## src/rtl/stopwatch_ctrl_if.sv

```systemverilog
// Button levels in, tick/run status and BCD display digits out for stopwatch_ctrl.
// master = button/display side, slave = the controller.
interface stopwatch_ctrl_if;
  localparam int unsigned DIGIT_W = 4;

  logic               start;
  logic               pause;
  logic               clear;
  logic               lap;
  logic               tick_1hz;
  logic               running;
  logic               wrap;
  logic               lap_hold;
  logic [DIGIT_W-1:0] sec_u;
  logic [DIGIT_W-1:0] sec_t;
  logic [DIGIT_W-1:0] min_u;
  logic [DIGIT_W-1:0] min_t;

  modport master (
    output start, pause, clear, lap,
    input  tick_1hz, running, wrap, lap_hold, sec_u, sec_t, min_u, min_t
  );

  modport slave (
    input  start, pause, clear, lap,
    output tick_1hz, running, wrap, lap_hold, sec_u, sec_t, min_u, min_t
  );
endinterface

```

## src/rtl/stopwatch_ctrl.sv

```systemverilog
// Stopwatch sequencer: button event capture, 1 Hz prescaler, run/pause FSM, BCD MM:SS count.
// Define STOPWATCH_LAP_EN to enable the lap/hold display freeze.
module stopwatch_ctrl #(
  parameter int unsigned DIV   = 50000000,
  parameter int unsigned PRE_W = 26
) (
  input  logic            clk,
  input  logic            rst,
  stopwatch_ctrl_if.slave sw
);
  localparam int unsigned DIG_W = 4;
  localparam logic [PRE_W-1:0] PRE_LAST = PRE_W'(DIV - 1);

  typedef enum logic [1:0] {
    ST_IDLE   = 2'b00,
    ST_RUN    = 2'b01,
    ST_PAUSED = 2'b10
  } state_t;

  state_t           r_state;
  logic [PRE_W-1:0] r_pre;
  logic             r_tick;
  logic             r_wrap;
  logic             r_running;
  logic             r_lap_hold;

  logic             r_start_prev, r_pause_prev, r_clear_prev;
  logic             r_start_evt,  r_pause_evt,  r_clear_evt;

  logic [DIG_W-1:0] r_su, r_st, r_mu, r_mt;
  logic [DIG_W-1:0] r_dsu, r_dst, r_dmu, r_dmt;

  logic             w_do_tick;
  logic             w_hold_nxt;
  logic             w_wrap_inc;
  logic [DIG_W-1:0] w_su_inc, w_st_inc, w_mu_inc, w_mt_inc;
  logic [DIG_W-1:0] w_su_nxt, w_st_nxt, w_mu_nxt, w_mt_nxt;

  // Edge history resets high so a button held through reset never fires.
  always_ff @(posedge clk or negedge rst) begin
    if (!rst) begin
      r_start_prev <= 1'b1;
      r_pause_prev <= 1'b1;
      r_clear_prev <= 1'b1;
      r_start_evt  <= 1'b0;
      r_pause_evt  <= 1'b0;
      r_clear_evt  <= 1'b0;
    end else begin
      r_start_prev <= sw.start;
      r_pause_prev <= sw.pause;
      r_clear_prev <= sw.clear;
      r_start_evt  <= sw.start & ~r_start_prev;
      r_pause_evt  <= sw.pause & ~r_pause_prev;
      r_clear_evt  <= sw.clear & ~r_clear_prev;
    end
  end

`ifdef STOPWATCH_LAP_EN
  logic r_lap_prev;
  logic r_lap_evt;
  logic w_lap_toggle;

  always_ff @(posedge clk or negedge rst) begin
    if (!rst) begin
      r_lap_prev <= 1'b1;
      r_lap_evt  <= 1'b0;
    end else begin
      r_lap_prev <= sw.lap;
      r_lap_evt  <= sw.lap & ~r_lap_prev;
    end
  end

  assign w_lap_toggle = r_lap_evt && ((r_state == ST_RUN) || (r_state == ST_PAUSED));
  assign w_hold_nxt   = r_lap_hold ^ w_lap_toggle;
`else
  logic w_lap_unused;
  assign w_lap_unused = sw.lap;
  assign w_hold_nxt   = 1'b0;
`endif

  // A pause event in the terminal-count cycle wins over the tick.
  assign w_do_tick = (r_state == ST_RUN) && !r_clear_evt && !r_pause_evt && (r_pre == PRE_LAST);

  // BCD +1 with ripple carry; wrap flags the 59:59 -> 00:00 rollover.
  always_comb begin
    w_su_inc   = r_su;
    w_st_inc   = r_st;
    w_mu_inc   = r_mu;
    w_mt_inc   = r_mt;
    w_wrap_inc = 1'b0;
    if (r_su == DIG_W'(9)) begin
      w_su_inc = '0;
      if (r_st == DIG_W'(5)) begin
        w_st_inc = '0;
        if (r_mu == DIG_W'(9)) begin
          w_mu_inc = '0;
          if (r_mt == DIG_W'(5)) begin
            w_mt_inc   = '0;
            w_wrap_inc = 1'b1;
          end else begin
            w_mt_inc = r_mt + DIG_W'(1);
          end
        end else begin
          w_mu_inc = r_mu + DIG_W'(1);
        end
      end else begin
        w_st_inc = r_st + DIG_W'(1);
      end
    end else begin
      w_su_inc = r_su + DIG_W'(1);
    end
  end

  assign w_su_nxt = w_do_tick ? w_su_inc : r_su;
  assign w_st_nxt = w_do_tick ? w_st_inc : r_st;
  assign w_mu_nxt = w_do_tick ? w_mu_inc : r_mu;
  assign w_mt_nxt = w_do_tick ? w_mt_inc : r_mt;

  // Run/pause FSM owning the prescaler and the tick/wrap/running outputs.
  always_ff @(posedge clk or negedge rst) begin
    if (!rst) begin
      r_state   <= ST_IDLE;
      r_pre     <= '0;
      r_tick    <= 1'b0;
      r_wrap    <= 1'b0;
      r_running <= 1'b0;
    end else begin
      r_tick <= w_do_tick;
      r_wrap <= w_do_tick & w_wrap_inc;
      if (r_clear_evt) begin
        r_state   <= ST_IDLE;
        r_pre     <= '0;
        r_running <= 1'b0;
      end else begin
        case (r_state)
          ST_IDLE: begin
            if (r_start_evt && !sw.pause) begin
              r_state   <= ST_RUN;
              r_pre     <= '0;
              r_running <= 1'b1;
            end
          end
          ST_RUN: begin
            if (r_pause_evt) begin
              r_state   <= ST_PAUSED;
              r_running <= 1'b0;
            end else if (r_pre == PRE_LAST) begin
              r_pre <= '0;
            end else begin
              r_pre <= r_pre + PRE_W'(1);
            end
          end
          ST_PAUSED: begin
            if (r_start_evt && !r_pause_evt) begin
              r_state   <= ST_RUN;
              r_running <= 1'b1;
            end
          end
          default: begin
            r_state   <= ST_IDLE;
            r_pre     <= '0;
            r_running <= 1'b0;
          end
        endcase
      end
    end
  end

  // Live counters and display copies; the display skips updates while held.
  always_ff @(posedge clk or negedge rst) begin
    if (!rst) begin
      r_su       <= '0;
      r_st       <= '0;
      r_mu       <= '0;
      r_mt       <= '0;
      r_dsu      <= '0;
      r_dst      <= '0;
      r_dmu      <= '0;
      r_dmt      <= '0;
      r_lap_hold <= 1'b0;
    end else if (r_clear_evt) begin
      r_su       <= '0;
      r_st       <= '0;
      r_mu       <= '0;
      r_mt       <= '0;
      r_dsu      <= '0;
      r_dst      <= '0;
      r_dmu      <= '0;
      r_dmt      <= '0;
      r_lap_hold <= 1'b0;
    end else begin
      r_su       <= w_su_nxt;
      r_st       <= w_st_nxt;
      r_mu       <= w_mu_nxt;
      r_mt       <= w_mt_nxt;
      r_lap_hold <= w_hold_nxt;
      if (!w_hold_nxt) begin
        r_dsu <= w_su_nxt;
        r_dst <= w_st_nxt;
        r_dmu <= w_mu_nxt;
        r_dmt <= w_mt_nxt;
      end
    end
  end

  assign sw.tick_1hz = r_tick;
  assign sw.running  = r_running;
  assign sw.wrap     = r_wrap;
  assign sw.lap_hold = r_lap_hold;
  assign sw.sec_u    = r_dsu;
  assign sw.sec_t    = r_dst;
  assign sw.min_u    = r_dmu;
  assign sw.min_t    = r_dmt;
endmodule
```

## src/flat_wrapper.sv

```systemverilog
// flat-port wrapper written by rule: the top's interface ports become plain ports
module stopwatch_ctrl_flat 
#(
  parameter int unsigned DIV   = 50000000,
  parameter int unsigned PRE_W = 26
)
  (clk, rst, sw_start, sw_pause, sw_clear, sw_lap, sw_tick_1hz, sw_running, sw_wrap, sw_lap_hold, sw_sec_u, sw_sec_t, sw_min_u, sw_min_t);
  stopwatch_ctrl_if sw_i ();
  input  logic clk;
  input  logic rst;
  input wire logic [$bits(sw_i.start)-1:0] sw_start;
  input wire logic [$bits(sw_i.pause)-1:0] sw_pause;
  input wire logic [$bits(sw_i.clear)-1:0] sw_clear;
  input wire logic [$bits(sw_i.lap)-1:0] sw_lap;
  output wire logic [$bits(sw_i.tick_1hz)-1:0] sw_tick_1hz;
  output wire logic [$bits(sw_i.running)-1:0] sw_running;
  output wire logic [$bits(sw_i.wrap)-1:0] sw_wrap;
  output wire logic [$bits(sw_i.lap_hold)-1:0] sw_lap_hold;
  output wire logic [$bits(sw_i.sec_u)-1:0] sw_sec_u;
  output wire logic [$bits(sw_i.sec_t)-1:0] sw_sec_t;
  output wire logic [$bits(sw_i.min_u)-1:0] sw_min_u;
  output wire logic [$bits(sw_i.min_t)-1:0] sw_min_t;
  assign sw_i.start = sw_start;
  assign sw_i.pause = sw_pause;
  assign sw_i.clear = sw_clear;
  assign sw_i.lap = sw_lap;
  assign sw_tick_1hz = sw_i.tick_1hz;
  assign sw_running = sw_i.running;
  assign sw_wrap = sw_i.wrap;
  assign sw_lap_hold = sw_i.lap_hold;
  assign sw_sec_u = sw_i.sec_u;
  assign sw_sec_t = sw_i.sec_t;
  assign sw_min_u = sw_i.min_u;
  assign sw_min_t = sw_i.min_t;
  stopwatch_ctrl #(.DIV(DIV), .PRE_W(PRE_W)) u_core (.clk(clk), .rst(rst), .sw(sw_i));
endmodule
```

## config.mk

```make
export PLATFORM = sky130hd
export DESIGN_NAME = stopwatch_ctrl_flat
export DESIGN_NICKNAME = d
export VERILOG_FILES = /design/src/rtl/stopwatch_ctrl_if.sv /design/src/rtl/stopwatch_ctrl.sv /design/src/flat_wrapper.sv
export SDC_FILE = /design/constraint.sdc
export NUM_CORES = 1
export LEC_CHECK = 0
export ABC_CLOCK_PERIOD_IN_PS = 2310
export BUFFER_PORTS_ARGS = -buffer_cell sky130_fd_sc_hd__buf_2
export CAP_MARGIN = 0
export CORE_ASPECT_RATIO = 1.1
export CORE_UTILIZATION = 59
export CTS_CLUSTER_DIAMETER = 60
export CTS_CLUSTER_SIZE = 14
export DETAILED_ROUTE_END_ITERATION = 7
export HOLD_SLACK_MARGIN = 0.03
export PLACE_DENSITY_LB_ADDON = 0.05
export SLEW_MARGIN = 15
export SYNTH_ARGS = -nofsm -noshare
export SYNTH_HDL_FRONTEND = slang
export SYNTH_SLANG_ARGS = --single-unit
export TNS_END_PERCENT = 20
```

## constraint.sdc

```tcl
create_clock -name clk -period 2.31 [get_ports clk]
set_input_delay 0.231 -clock clk [delete_from_list [all_inputs] [get_ports clk]]
set_output_delay 0.231 -clock clk [all_outputs]
set_load 0.02 [all_outputs]
```

After elaboration in Yosys (flattened, before gate mapping). Index checks and enable logic that the tools add are counted.

$add $sub $neg: 5. Bitwise logic cells: 7. Div/mod/pow operators: 0. Equal/unequal tests: 12. Reductions and logical operators: 18. Shift operators: 0. Mux-type cells: 37. Order comparisons: 0. $mul: 0.

Operators with widths (count): $mux 26 (4); $pmux 26 s3 (1); $mux 4 (18); $add 26x1->26 const B (1); $eq 26x26->1 const B (1); $add 4x1->4 const B (4); $ne 3x1->1 const B (3); $reduce_and 3->1 (3); $eq 4x3->1 const B (2); $eq 4x4->1 const B (2); $mux 1 (8); $mux 2 (4); $reduce_bool 2->1 (4); $pmux 2 s3 (1); $logic_and 1x1->1 (5); $and 1x1->1 (4); $reduce_and 4->1 (1); $logic_not 1->1 (3); $ne 3x3->1 const B (1); $not 1->1 (3); $pmux 1 s3 (1); $eq 2x1->1 const B (1); $eq 2x2->1 const B (1); $logic_not 2->1 (1); other kinds (2) (2).

ROM bits: 0. Bits in writable memories: 0. Input port bits: 6. Latch bits: 0. Word-level logic and storage cells: 94. Output and inout bits: 20. Memories: 0. Flip-flop bits (word level): 53.

Depth between registers and ports, before layout. Gate-level depths: netlist (run 1).

Depth in word-level cells: 7. Depth in mapped cells: 9. Depth with buffers taken out: 7.

Least setup slack after synthesis (run 1). OpenSTA, ideal clock, no wires.

Path kind: reg2reg. From: reg u_core.r_pre[0]. To: reg u_core.r_mt[0]. Buffers on the path: 1. Cell stages (with the launch flop): 8. Library setup time: 0.078 ns. Arrival: 1.964 ns. Data required time: 2.232 ns. Path slack: 0.268 ns. Period minus slack after synthesis: 2.042 ns. Path through: dfrtp_1 ha_1 nand4_1 nor3_2 nand4_4 buf_6 or4_1 a21oi_1.

Cells in the longest elaborated chain, start to end: 4.

Ends and longest elaborated chain: start, declared (line stopwatch_ctrl.sv:21) `logic [PRE_W-1:0] r_pre;`; start signal, assigned (line stopwatch_ctrl.sv:150) `r_pre <= r_pre + PRE_W'(1);`; $eq 26x26->1 (line stopwatch_ctrl.sv:82) `assign w_do_tick = (r_state == ST_RUN) && !r_clear_evt && !r_pause_evt && (r_pre == PRE_LAST);`; $logic_and 1x1->1 (line stopwatch_ctrl.sv:82); $reduce_bool 2->1 (no source line); $reduce_and 4->1 (no source line); end signal, assigned (line stopwatch_ctrl.sv:195) `r_mt <= w_mt_nxt;`; end, declared (line stopwatch_ctrl.sv:30) `logic [DIG_W-1:0] r_su, r_st, r_mu, r_mt;`.

Every way passes these cells. A chain may end at the register's enable or synchronous reset.

Worst setup path in the final report (run 1).
From: reg u_core.r_pre[0]. To: reg u_core.r_mt[3].

Same word-level chain as after synthesis.

==> results.md, run 1 <==
- Status: finished clean
- Cells on worst reg2reg path: 6
- Drt first pass iters: 4
- Syn Inst Count: 305
- GRT Total Usage: 24.46%
- Synth Warn #: 0
- Power per cell area: 520.7 nW/um^2
- Req. time, crit path: 2.53 ns
- Clock skew: 0.005291 ns
- Pwr Total: 1.704 mW
- First-pass GRT wire length: 9.342 mm
- Reg clk slew, reported paths: 0.10 ns
- Clock Latency Late Sink: 0.30 ns
- Setup TNS: 0 ns
- Ranking of synthesized cells by area: dfrtp_1 (43%), xnor2_1 (5.1%), nor2_1 (4.2%)
- Critical Path AT: 2.36 ns
- Initial Util: 61.78%
- Max Clk Rate: 467.4 MHz
- R2R setup slack: 0.17 ns
- Crit path max-delay cell type: or4b_1
- Post-synth top flop: dfrtp_1
- Final period utilization: 92.61%
- Critical R2R Capture: u_core.r_mt[3]
- Hold Crit Class: in2async
- Wire length per cell: 14.96 um
- Post-route ant nets: 0
- Design Area, Final: 3272 um^2
- Clock buffer depth: 2
- CP cell instances: ha_1, nand4_1, nor3_2, nand4_4, or4b_1, a21oi_1
- #FFs+latches synth: 53
- Clock sinks: 53
- Placed cell area: 3128 um^2
- Pin count of the biggest net entering global routing: 54
- Number of port buffers: 23
- Crit. End Element: register
- CTS tree: yes
- Core Footprint: 4684 um^2
- Num CTS Buffers: 5
- GPL Wtd Cong: 0.7132
- Cell family with most CP delay: simple AND/OR/NAND/NOR gates
- Setup Fix Bufs, Post-CTS: 0
- Setup Crit Path Kind: reg2reg
- Die X: 68.78 um
- Cell variety after synth: 54
- DRT iter0 DRCs: 115
- Critical path launch point type: register
- Min Hold Slack: 0.04440 ns
- CP Max Fanout: 11
- Initial antenna violation count: 0
- Worst-Margin Slew: 0.6664 ns
- Max Cap Viol: 0
- Routed WL: 5.969 mm
- DP HPWL: 3.943 mm
- # IOs: 26
- Relative max-transition margin: 55.57%
- Vias per cell: 5.955
- Post-synth EDFFs: 0
- Via count: 2,376
- Area leader, netlist: dfrtp_1
- Pins Over Slew Limit: 0
- Unrepaired setup endpoints after global routing: no
- Worst-case vdd ir drop: 0.3855 mV
- Syn_nets: 320
- Vias in the first global route: 2,046
- Leading cell types in the layout, fill and taps excluded: dfrtp_1 (50), nor2_1 (32), buf_2 (23)
- Grt total ovfl: 0
- # diodes: 0
- Commonest non-fill, non-tap cell in the layout: dfrtp_1
- Total leakage power: 1.430 nW
- Avg Cell Area, Syn: 9.489 um^2
- Final setup vio count: 0
- Layout cell share with drive strength beyond 1: 18.66%
- Post-synth ARST share: 100.0%
- Die ar.: 5189 um^2
- CTS HTree Levels: 2
- CP bufs+invs: 0
- Root Driver: clkbuf_8
- Post-synthesis cell area: 2894 um^2
- Area Growth Syn to Fin: 13.06%
- Final Hold Vio Count: 0
- Cell Rows: 26
- Delay of the slowest critical-path stage: 0.54 ns
- Worst R2R Start: u_core.r_pre[0]
- Nets: 357
- Synth top area share: 43.23%
- Tmin final: 2.139 ns
- Die height: 75.46 um
- Post-synthesis sequential area ratio: 45.96%
- Remaining DRCs: 0
==> where the power goes <==
group          leakage (nW)  internal, mW  switching [mW]  total, mW
registers             0.724         0.946          0.0145      0.961
logic                 0.652        0.0626           0.109      0.172
clock network        0.0542         0.272           0.299      0.571
==> kinds of logic after synthesis <==
logic type / count (synthesis) / synth area share, %
mux: 1 / 0.3891
compound gates: 47 / 9.166
simple gates: 149 / 30.44
xor+xnor: 19 / 5.750
buf+inv: 26 / 4.280
flops: 53 / 45.96
other cells: 1 / 0.1296
fa+ha+maj: 9 / 3.891
==> layout make-up <==
class | count | area [um^2]
multi-input combinational | 227 | 1453
fill | 373 | 1413
sequential | 53 | 1330
timing repair buffer | 43 | 272.8
clock buffer | 7 | 96.34
tap | 56 | 70.07
inverter | 12 | 45.04
clock inverter | 1 | 5.005
==> what timing repair did <==
item	4_1_cts	5_1_grt
resized for setup	0	0
hold buffers	2	1
endpoints found under the setup margin	0	1
hold endpoints to repair	2	1
==> metrics by stage <==
step	setup WS [ns]	util [%]	std cells
floorplan	0.2683	-	305
global placement	0.1964	66.77	387
detailed placement	0.1459	66.77	387
CTS	0.1221	69.36	397
global route	0.03551	69.85	399
finish	0.1706	69.85	399
==> per-layer routing <==
layer	vias up	track usage (%)	share of wire (%)
met5	-	0	0
met4	0	7.710	1.3
met3	6	5.090	3.3
met2	54	42.37	50
met1	1149	30.52	45
li1	1167	-	-
==> how the worst max path moves through the flow <==
stage | from | to | slack, ns | cells past startpoint
floorplan | u_core.r_pre[0] | u_core.r_mt[0] | 0.27 | 7
global placement | u_core.r_pre[0] | u_core.r_mt[3] | 0.20 | 6
detailed placement | u_core.r_pre[0] | u_core.r_mt[3] | 0.15 | 6
CTS | u_core.r_pre[0] | u_core.r_mt[3] | 0.12 | 6
global route | u_core.r_pre[0] | u_core.r_mt[3] | 0.04 | 6
finish | u_core.r_pre[0] | u_core.r_mt[3] | 0.17 | 6
==> worst register-to-register path, delay by kind of cell, from the launching register on <==
kind,cells,cell delay [ns]
adders and majority gates,1,0.18
DFF,1,0.39
and+or+nand+nor,4,1.32
AOI/OAI and AO/OA,1,0.18
==> flip-flops by register name, indices dropped and copies added (netlist names), 2 cells and up <==
name,cells
u_core.r_state,2
u_core.r_pre,26
u_core.r_st,4
u_core.r_mt,4
u_core.r_mu,4
u_core.r_su,4
==> synthesized netlist by cell type (2+ instances only) <==
cell type  instances
or3b_1             2
nand3_1           19
nor2b_1            5
nor4_1            10
and3_1             3
inv_1             12
nand2_1           18
or4_1              5
nor3_1             8
clkbuf_1           6
or2_2              3
dfrtp_1           50
a31oi_1            2
buf_2              3
nand2b_1           5
xor2_1             2
dfstp_2            3
ha_1               9
or3_1              5
a21oi_1           19
o21ai_0           10
and4_1             3
nor4b_1            2
buf_4              2
o211ai_1           2
buf_6              2
nor2_1            32
nand4_1            6
nor3b_1            2
o21ai_1            6
or4b_1             4
xnor2_1           17
and3b_1            2
nand3b_1           3
o31ai_1            4
Power figures use the tool's default switching activity.
==> run 2: changes to the inputs <==
--- a/config.mk
+++ b/config.mk
@@ -9,12 +9,13 @@
 export BUFFER_PORTS_ARGS = -buffer_cell sky130_fd_sc_hd__buf_2
 export CAP_MARGIN = 0
 export CORE_ASPECT_RATIO = 1.1
+export CORE_MARGIN = 2
 export CORE_UTILIZATION = 59
 export CTS_CLUSTER_DIAMETER = 60
 export CTS_CLUSTER_SIZE = 14
 export DETAILED_ROUTE_END_ITERATION = 7
 export HOLD_SLACK_MARGIN = 0.03
-export PLACE_DENSITY_LB_ADDON = 0.05
+export PLACE_DENSITY = 0.79
 export SLEW_MARGIN = 15
 export SYNTH_ARGS = -nofsm -noshare
 export SYNTH_HDL_FRONTEND = slang
==> run 2 against run 1 <==
  * Critical path depth is the same
  * Worst hold slack gained 0.40 ns
  * Combinational power about the same
  * Clock skew is 0.0041 ns higher
==> results.md, run 2 (same netlist as run 1, synthesis figures left out) <==
- Status: finished clean
- Core Footprint: 4684 um^2
- Max reg flops: 26
- Comb pwr share: 10.3%
- Worst-Margin Slew: 0.5901 ns
- GRT Total Usage: 23.32%
- Final Hold Vio Count: 0
- First-pass GRT wire length: 10.32 mm
- # IOs: 26
- DP HPWL: 4.168 mm
- CP Max Fanout: 10
- Max Clk Rate: 467.8 MHz
- Critical path launch point type: register
- Int Pwr: 1.218 mW
- Remaining DRCs: 0
- Setup slack after layout: 0.1723 ns
- Placed cell count: 386
- Relative max-transition margin: 60.66%
- Leading cell types in the layout, fill and taps excluded: dfrtp_1 (50), nor2_1 (32), buf_2 (23)
- Crit. End Element: register
- Cell Rows: 26
- CTS resizes: 0
- Initial Util: 61.78%
- Root Driver: clkbuf_8
- Finished Layout Cells: 399
- Vias in the first global route: 2,301
- Die ar.: 5482 um^2
- Max Cap Viol: 0
- Setup TNS: 0 ns
- Reg clk slew, reported paths: 0.10 ns
- DRT iter0 DRCs: 130
- Die X: 70.78 um
- Pin count of the biggest net entering global routing: 29
- Vias per cell: 5.880
- Drt first pass iters: 4
- Worst R2R Start: u_core.r_pre[0]
- Clock power frac: 31.4%
- Setup Fix Bufs, Post-CTS: 0
- Req. time, crit path: 2.55 ns
- Worst-case vdd ir drop: 0.4236 mV
- M2 GR Usage: 40.65%
- Power per cell area: 504.7 nW/um^2
- Final period utilization: 92.54%
- Worst Setup Slack post-DPL: 0.1834 ns
- Num CTS Buffers: 5
- Post-route ant nets: 0
- Wire length per cell: 15.04 um
- Layout cell share with drive strength beyond 1: 18.37%
- Grt met1 use: 28.25%
- Clock buffer depth: 2
- Clock skew: 0.009412 ns
- Clock Latency Late Sink: 0.31 ns
- CTS HTree Levels: 2
- GPL Wtd Cong: 0.7991
- CTS tree: yes
- GRT busiest layer: met2
- Area Growth Syn to Fin: 13.06%
- Initial antenna violation count: 0
- Final setup vio count: 0
- Via count: 2,346
- Met3 Use GR: 4.156%
- # diodes: 0
- Switching power: 433.8 uW
- Pins Over Slew Limit: 0
- Reg with most FFs: u_core.r_pre
- Number of port buffers: 23
- Fillers: 369
- Die height: 77.46 um
- Setup Crit Path Kind: reg2reg
- Grt total ovfl: 0
- Tmin final: 2.138 ns
- Seq pwr share: 58.3%
- Nets: 357
- Hold Crit Class: in2async
- Crit path launch: u_core.r_pre[0]
- Critical Path AT: 2.38 ns
- Commonest non-fill, non-tap cell in the layout: dfrtp_1
- Sw Share: 26.27%
- Clock sinks: 53
- Routed WL: 6.002 mm
- Unrepaired setup endpoints after global routing: no
- Total leakage power: 1.422 nW
-- run 2: cell count changes in the layout (fill, tap and decap cells not counted), sizes merged --
cell,delta
clkinv,+1
dlygate4sd3,+1
buf,-1
clkbuf,-2
clkinvlp,+1
-- run 2: worst max-delay path: stages (launching register included) --
cell     delay [ns]
dfrtp_1        0.39
ha_1           0.18
nand4_1        0.14
nor3_2         0.43
nand4_4        0.22
or4b_1         0.54
a21oi_1        0.16
-- run 2: power by group through the flow --
stage / Combinational (mW) / Clock [mW] / Sequential, mW
floorplan: 0.0945 / 0 / 0.983
global placement: 0.161 / 0 / 0.979
detailed placement: 0.164 / 0 / 0.981
CTS: 0.170 / 0.527 / 0.962
global route: 0.191 / 0.555 / 0.966
finish: 0.171 / 0.519 / 0.962
-- run 2: per-stage QoR --
stage | hold slack (ns) | area [um^2] | util, % | total power, mW
floorplan | -0.06459 | 2894 | - | 1.078
global placement | 0.2701 | 3133 | 66.88 | 1.140
detailed placement | 0.2723 | 3133 | 66.88 | 1.145
CTS | 0.4651 | 3259 | 69.58 | 1.659
global route | 0.5130 | 3272 | 69.85 | 1.712
finish | 0.4443 | 3272 | 69.85 | 1.651
-- run 2: worst paths after layout --
check / to / slack (ns) / depth (start not counted)
worst max-delay path: u_core.r_mt[3] / 0.17 / 6
worst min-delay path: u_core.r_pause_evt / 0.44 / 2
worst max register to register: u_core.r_mt[3] / 0.17 / 6
worst min register to register: u_core.r_pause_evt / 0.49 / 1
max in group asynchronous: u_core.r_su[1] / 1.31 / 3
min in group clk: u_core.r_pause_evt / 0.49 / 1
-- run 2: repair_timing --
action | CTS | global route
hold endpoints to repair | 25 | 0
setup endpoints to repair | 0 | 3
hold buffers | 4 | 0
-- run 2: layout make-up --
type | instances | area [um^2] | share of cell area [%]
multi-input cells | 227 | 1453 | 44.40
flip-flops and latches | 53 | 1330 | 40.65
repair buffers | 43 | 287.8 | 8.795
well taps | 56 | 70.07 | 2.141
clock buffers | 5 | 68.82 | 2.103
inverters | 12 | 45.04 | 1.377
clock inverters | 3 | 17.52 | 0.5354
-- run 2: per-layer routing --
layer / wire [um] / up-vias
li1: - / 1154
met1: 2641 / 1151
met2: 3055 / 31
met3: 179 / 10
met4: 126 / 0
met5: 0 / -
==> run 3: changes to the inputs <==
--- a/config.mk
+++ b/config.mk
@@ -5,17 +5,17 @@
 export SDC_FILE = /design/constraint.sdc
 export NUM_CORES = 1
 export LEC_CHECK = 0
+export ABC_AREA = 1
 export ABC_CLOCK_PERIOD_IN_PS = 2310
 export BUFFER_PORTS_ARGS = -buffer_cell sky130_fd_sc_hd__buf_2
 export CAP_MARGIN = 0
 export CORE_ASPECT_RATIO = 1.1
 export CORE_MARGIN = 2
-export CORE_UTILIZATION = 59
+export CORE_UTILIZATION = 30
 export CTS_CLUSTER_DIAMETER = 60
 export CTS_CLUSTER_SIZE = 14
 export DETAILED_ROUTE_END_ITERATION = 7
 export HOLD_SLACK_MARGIN = 0.03
-export PLACE_DENSITY = 0.79
 export SLEW_MARGIN = 15
 export SYNTH_ARGS = -nofsm -noshare
 export SYNTH_HDL_FRONTEND = slang
==> run 3 against run 2 <==
  * Combinational power rose to 3.7 times the previous value
  * Register-to-register slack improved by 0.28 ns
  * Utilization decreased by 35 points
  * Worst hold slack lost 0.0067 ns
  * Sequential power rose by 11%
==> results.md, run 3 <==
- Status: finished clean
- Syn_nets: 400
- Setup Crit Path Kind: reg2reg
- Cell Rows: 38
- Initial Util: 31.16%
- Die ar.: 11,150 um^2
- Register area: 1330 um^2
- Nets: 431
- Tmin final: 1.855 ns
- CTS HTree Levels: 2
- # IOs: 26
- Synth Area in XOR/XNOR: 2.263%
- Hold bufs inserted after CTS: 4
- Clock sinks: 53
- Drt first pass iters: 4
- Multi-input gate area: 1520 um^2
- Compound-cell area share of the yosys netlist: 5.414%
- Remaining DRCs: 0
- Post-synthesis adder-cell area fraction: 3.636%
- Synth Warn #: 0
- Critical Path AT: 2.06 ns
- CTS resizes: 0
- Initial antenna violation count: 0
- Pin count of the biggest net entering global routing: 54
- Routed WL: 6.152 mm
- Grt total ovfl: 0
- Cell with the most instances after synthesis: nand2_1
- GRT Total Usage: 11.87%
- Crit. End Element: register
- Post-synthesis cell area: 3097 um^2
- Power per cell area: 675.3 nW/um^2
- Worst-case vdd ir drop: 0.2940 mV
- Syn Inst Count: 385
- CTS tree: yes
- DRT iter0 DRCs: 78
- Max Clk Rate: 539.2 MHz
- Reg clk slew, reported paths: 0.10 ns
- Leading cell types in the layout, fill and taps excluded: nand2_1 (86), dfrtp_1 (50), nor2_1 (49)
- Number of port buffers: 23
- Clock skew: 0.01038 ns
- Vias in the first global route: 2,436
- Unrepaired setup endpoints after global routing: no
- Fillers: 1,026
- Simple-gate share of the synthesized area: 37.66%
- Finished Layout Cells: 537
- Post-synth EDFFs: 0
- Placed cell count: 525
- Via count: 2,551
- First-pass GRT wire length: 11.02 mm
- Post-synthesis sequential area ratio: 42.95%
- GPL Wtd Cong: 0.8216
- Synth top area share: 40.40%
- Die X: 100.9 um
- Die height: 110.6 um
- Layout cell share with drive strength beyond 1: 18.94%
- Req. time, crit path: 2.51 ns
- Area Growth Syn to Fin: 13.09%
- #FFs+latches synth: 53
- # diodes: 0
- Final period utilization: 80.28%
- Clock Latency Late Sink: 0.31 ns
- CP Max Fanout: 8
- Largest family of logic cells by synthesized area: simple AND/OR/NAND/NOR gates
- Area leader, netlist: dfrtp_1
- Avg Cell Area, Syn: 8.043 um^2
- Pins Over Slew Limit: 0
- Reg with most FFs: u_core.r_pre
- Core Footprint: 9937 um^2
- Worst-Margin Slew: 0.4929 ns
- Multiplexer area fraction after synthesis: 0%
- Ranking of synthesized cells by area: dfrtp_1 (40%), nand2_1 (10%), nor2_1 (5.9%)
- Total leakage power: 1.730 nW
- Hold Crit Class: in2async
- Vias per cell: 4.750
- Final setup vio count: 0
- Cell variety after synth: 38
- Post-route ant nets: 0
- Critical path launch point type: register
- Commonest non-fill, non-tap cell in the layout: nand2_1
- Num CTS Buffers: 5
- Post-synth ARST share: 100.0%
- Relative max-transition margin: 66.89%
- Max reg flops: 26
- Commonest cells post-synth: nand2_1 (86), dfrtp_1 (50), nor2_1 (49)
- Post-synth top flop: dfrtp_1
- Final Hold Vio Count: 0
- DP HPWL: 4.573 mm
- Root Driver: clkbuf_8
- Core Util, Final: 35.24%
- Setup Fix Bufs, Post-CTS: 0
- Clock buffer depth: 2
- Setup TNS: 0 ns
- Wire length per cell: 11.46 um
- Max Cap Viol: 0
[run 3: cell count changes after synthesis, moves of 13 or more]
cell     previous run  this run
inv_1              12        48
nand2_1            18        86
xnor2_1            17         3
nor2_1             32        49
nand4_1             6        19
[run 3: kinds of logic after synthesis]
logic type / count (synthesis)
flops: 53
simple gates: 228
buf+inv: 57
xor+xnor: 8
fa+ha+maj: 9
other cells: 1
compound gates: 29
[run 3: where the power goes]
group          total, mW  internal, mW  switching [mW]
registers           1.07         0.998          0.0703
clock network      0.658         0.331           0.327
logic              0.639         0.197           0.442
total               2.36          1.53           0.839
[run 3: through the flow]
step                total power, mW  setup slack, ns  instance area (um^2)  hold WS (ns)
finish                        2.365           0.4555                  3502        0.4376
global placement              1.722           0.5205                  3346        0.2517
floorplan                     1.574           0.6598                  3097      -0.06459
CTS                           2.407           0.4571                  3502        0.4389
detailed placement            1.731           0.4731                  3346        0.2506
global route                  2.540           0.1565                  3502        0.4627
[run 3: final cells by class]
| class | instances | area share, % |
|---|---|---|
| sequential | 53 | 37.98 |
| tap | 120 | 4.287 |
| inverter | 50 | 5.359 |
| multi-input combinational | 275 | 43.41 |
| clock buffer | 5 | 1.965 |
| timing repair buffer | 31 | 5.645 |
| clock inverter | 3 | 1.358 |
[run 3: final timing paths]
path,startpoint,endpoint,slack (ns),cells after the start
setup / recovery,u_core.r_st[0],u_core.r_mt[0],0.46,8
max in group asynchronous,rst,u_core.r_pause_prev,1.57,3
hold / removal,rst,u_core.r_mt[3],0.44,3
hold reg to reg,u_core.r_pause_prev,u_core.r_pause_evt,0.49,1
setup reg to reg,u_core.r_st[0],u_core.r_mt[0],0.46,8
min in group clk,u_core.r_pause_prev,u_core.r_pause_evt,0.49,1
[run 3: routing by layer]
metal / up-vias / global-route usage [%] / wire length [um]
met3: 4 / 3.228 / 327
met2: 57 / 19.51 / 2950
met5: - / 0 / 0
li1: 1298 / - / -
met1: 1192 / 15.48 / 2839
met4: 0 / 2.648 / 34
[run 3: critical path, stage by stage, from the launching register on]
cell     delay, ns
dfrtp_1       0.48
ha_1          0.19
nand3_1       0.16
nand2_1       0.27
inv_1         0.07
nor2_1        0.30
nand3_2       0.16
nand2_1       0.09
nand2_1       0.05
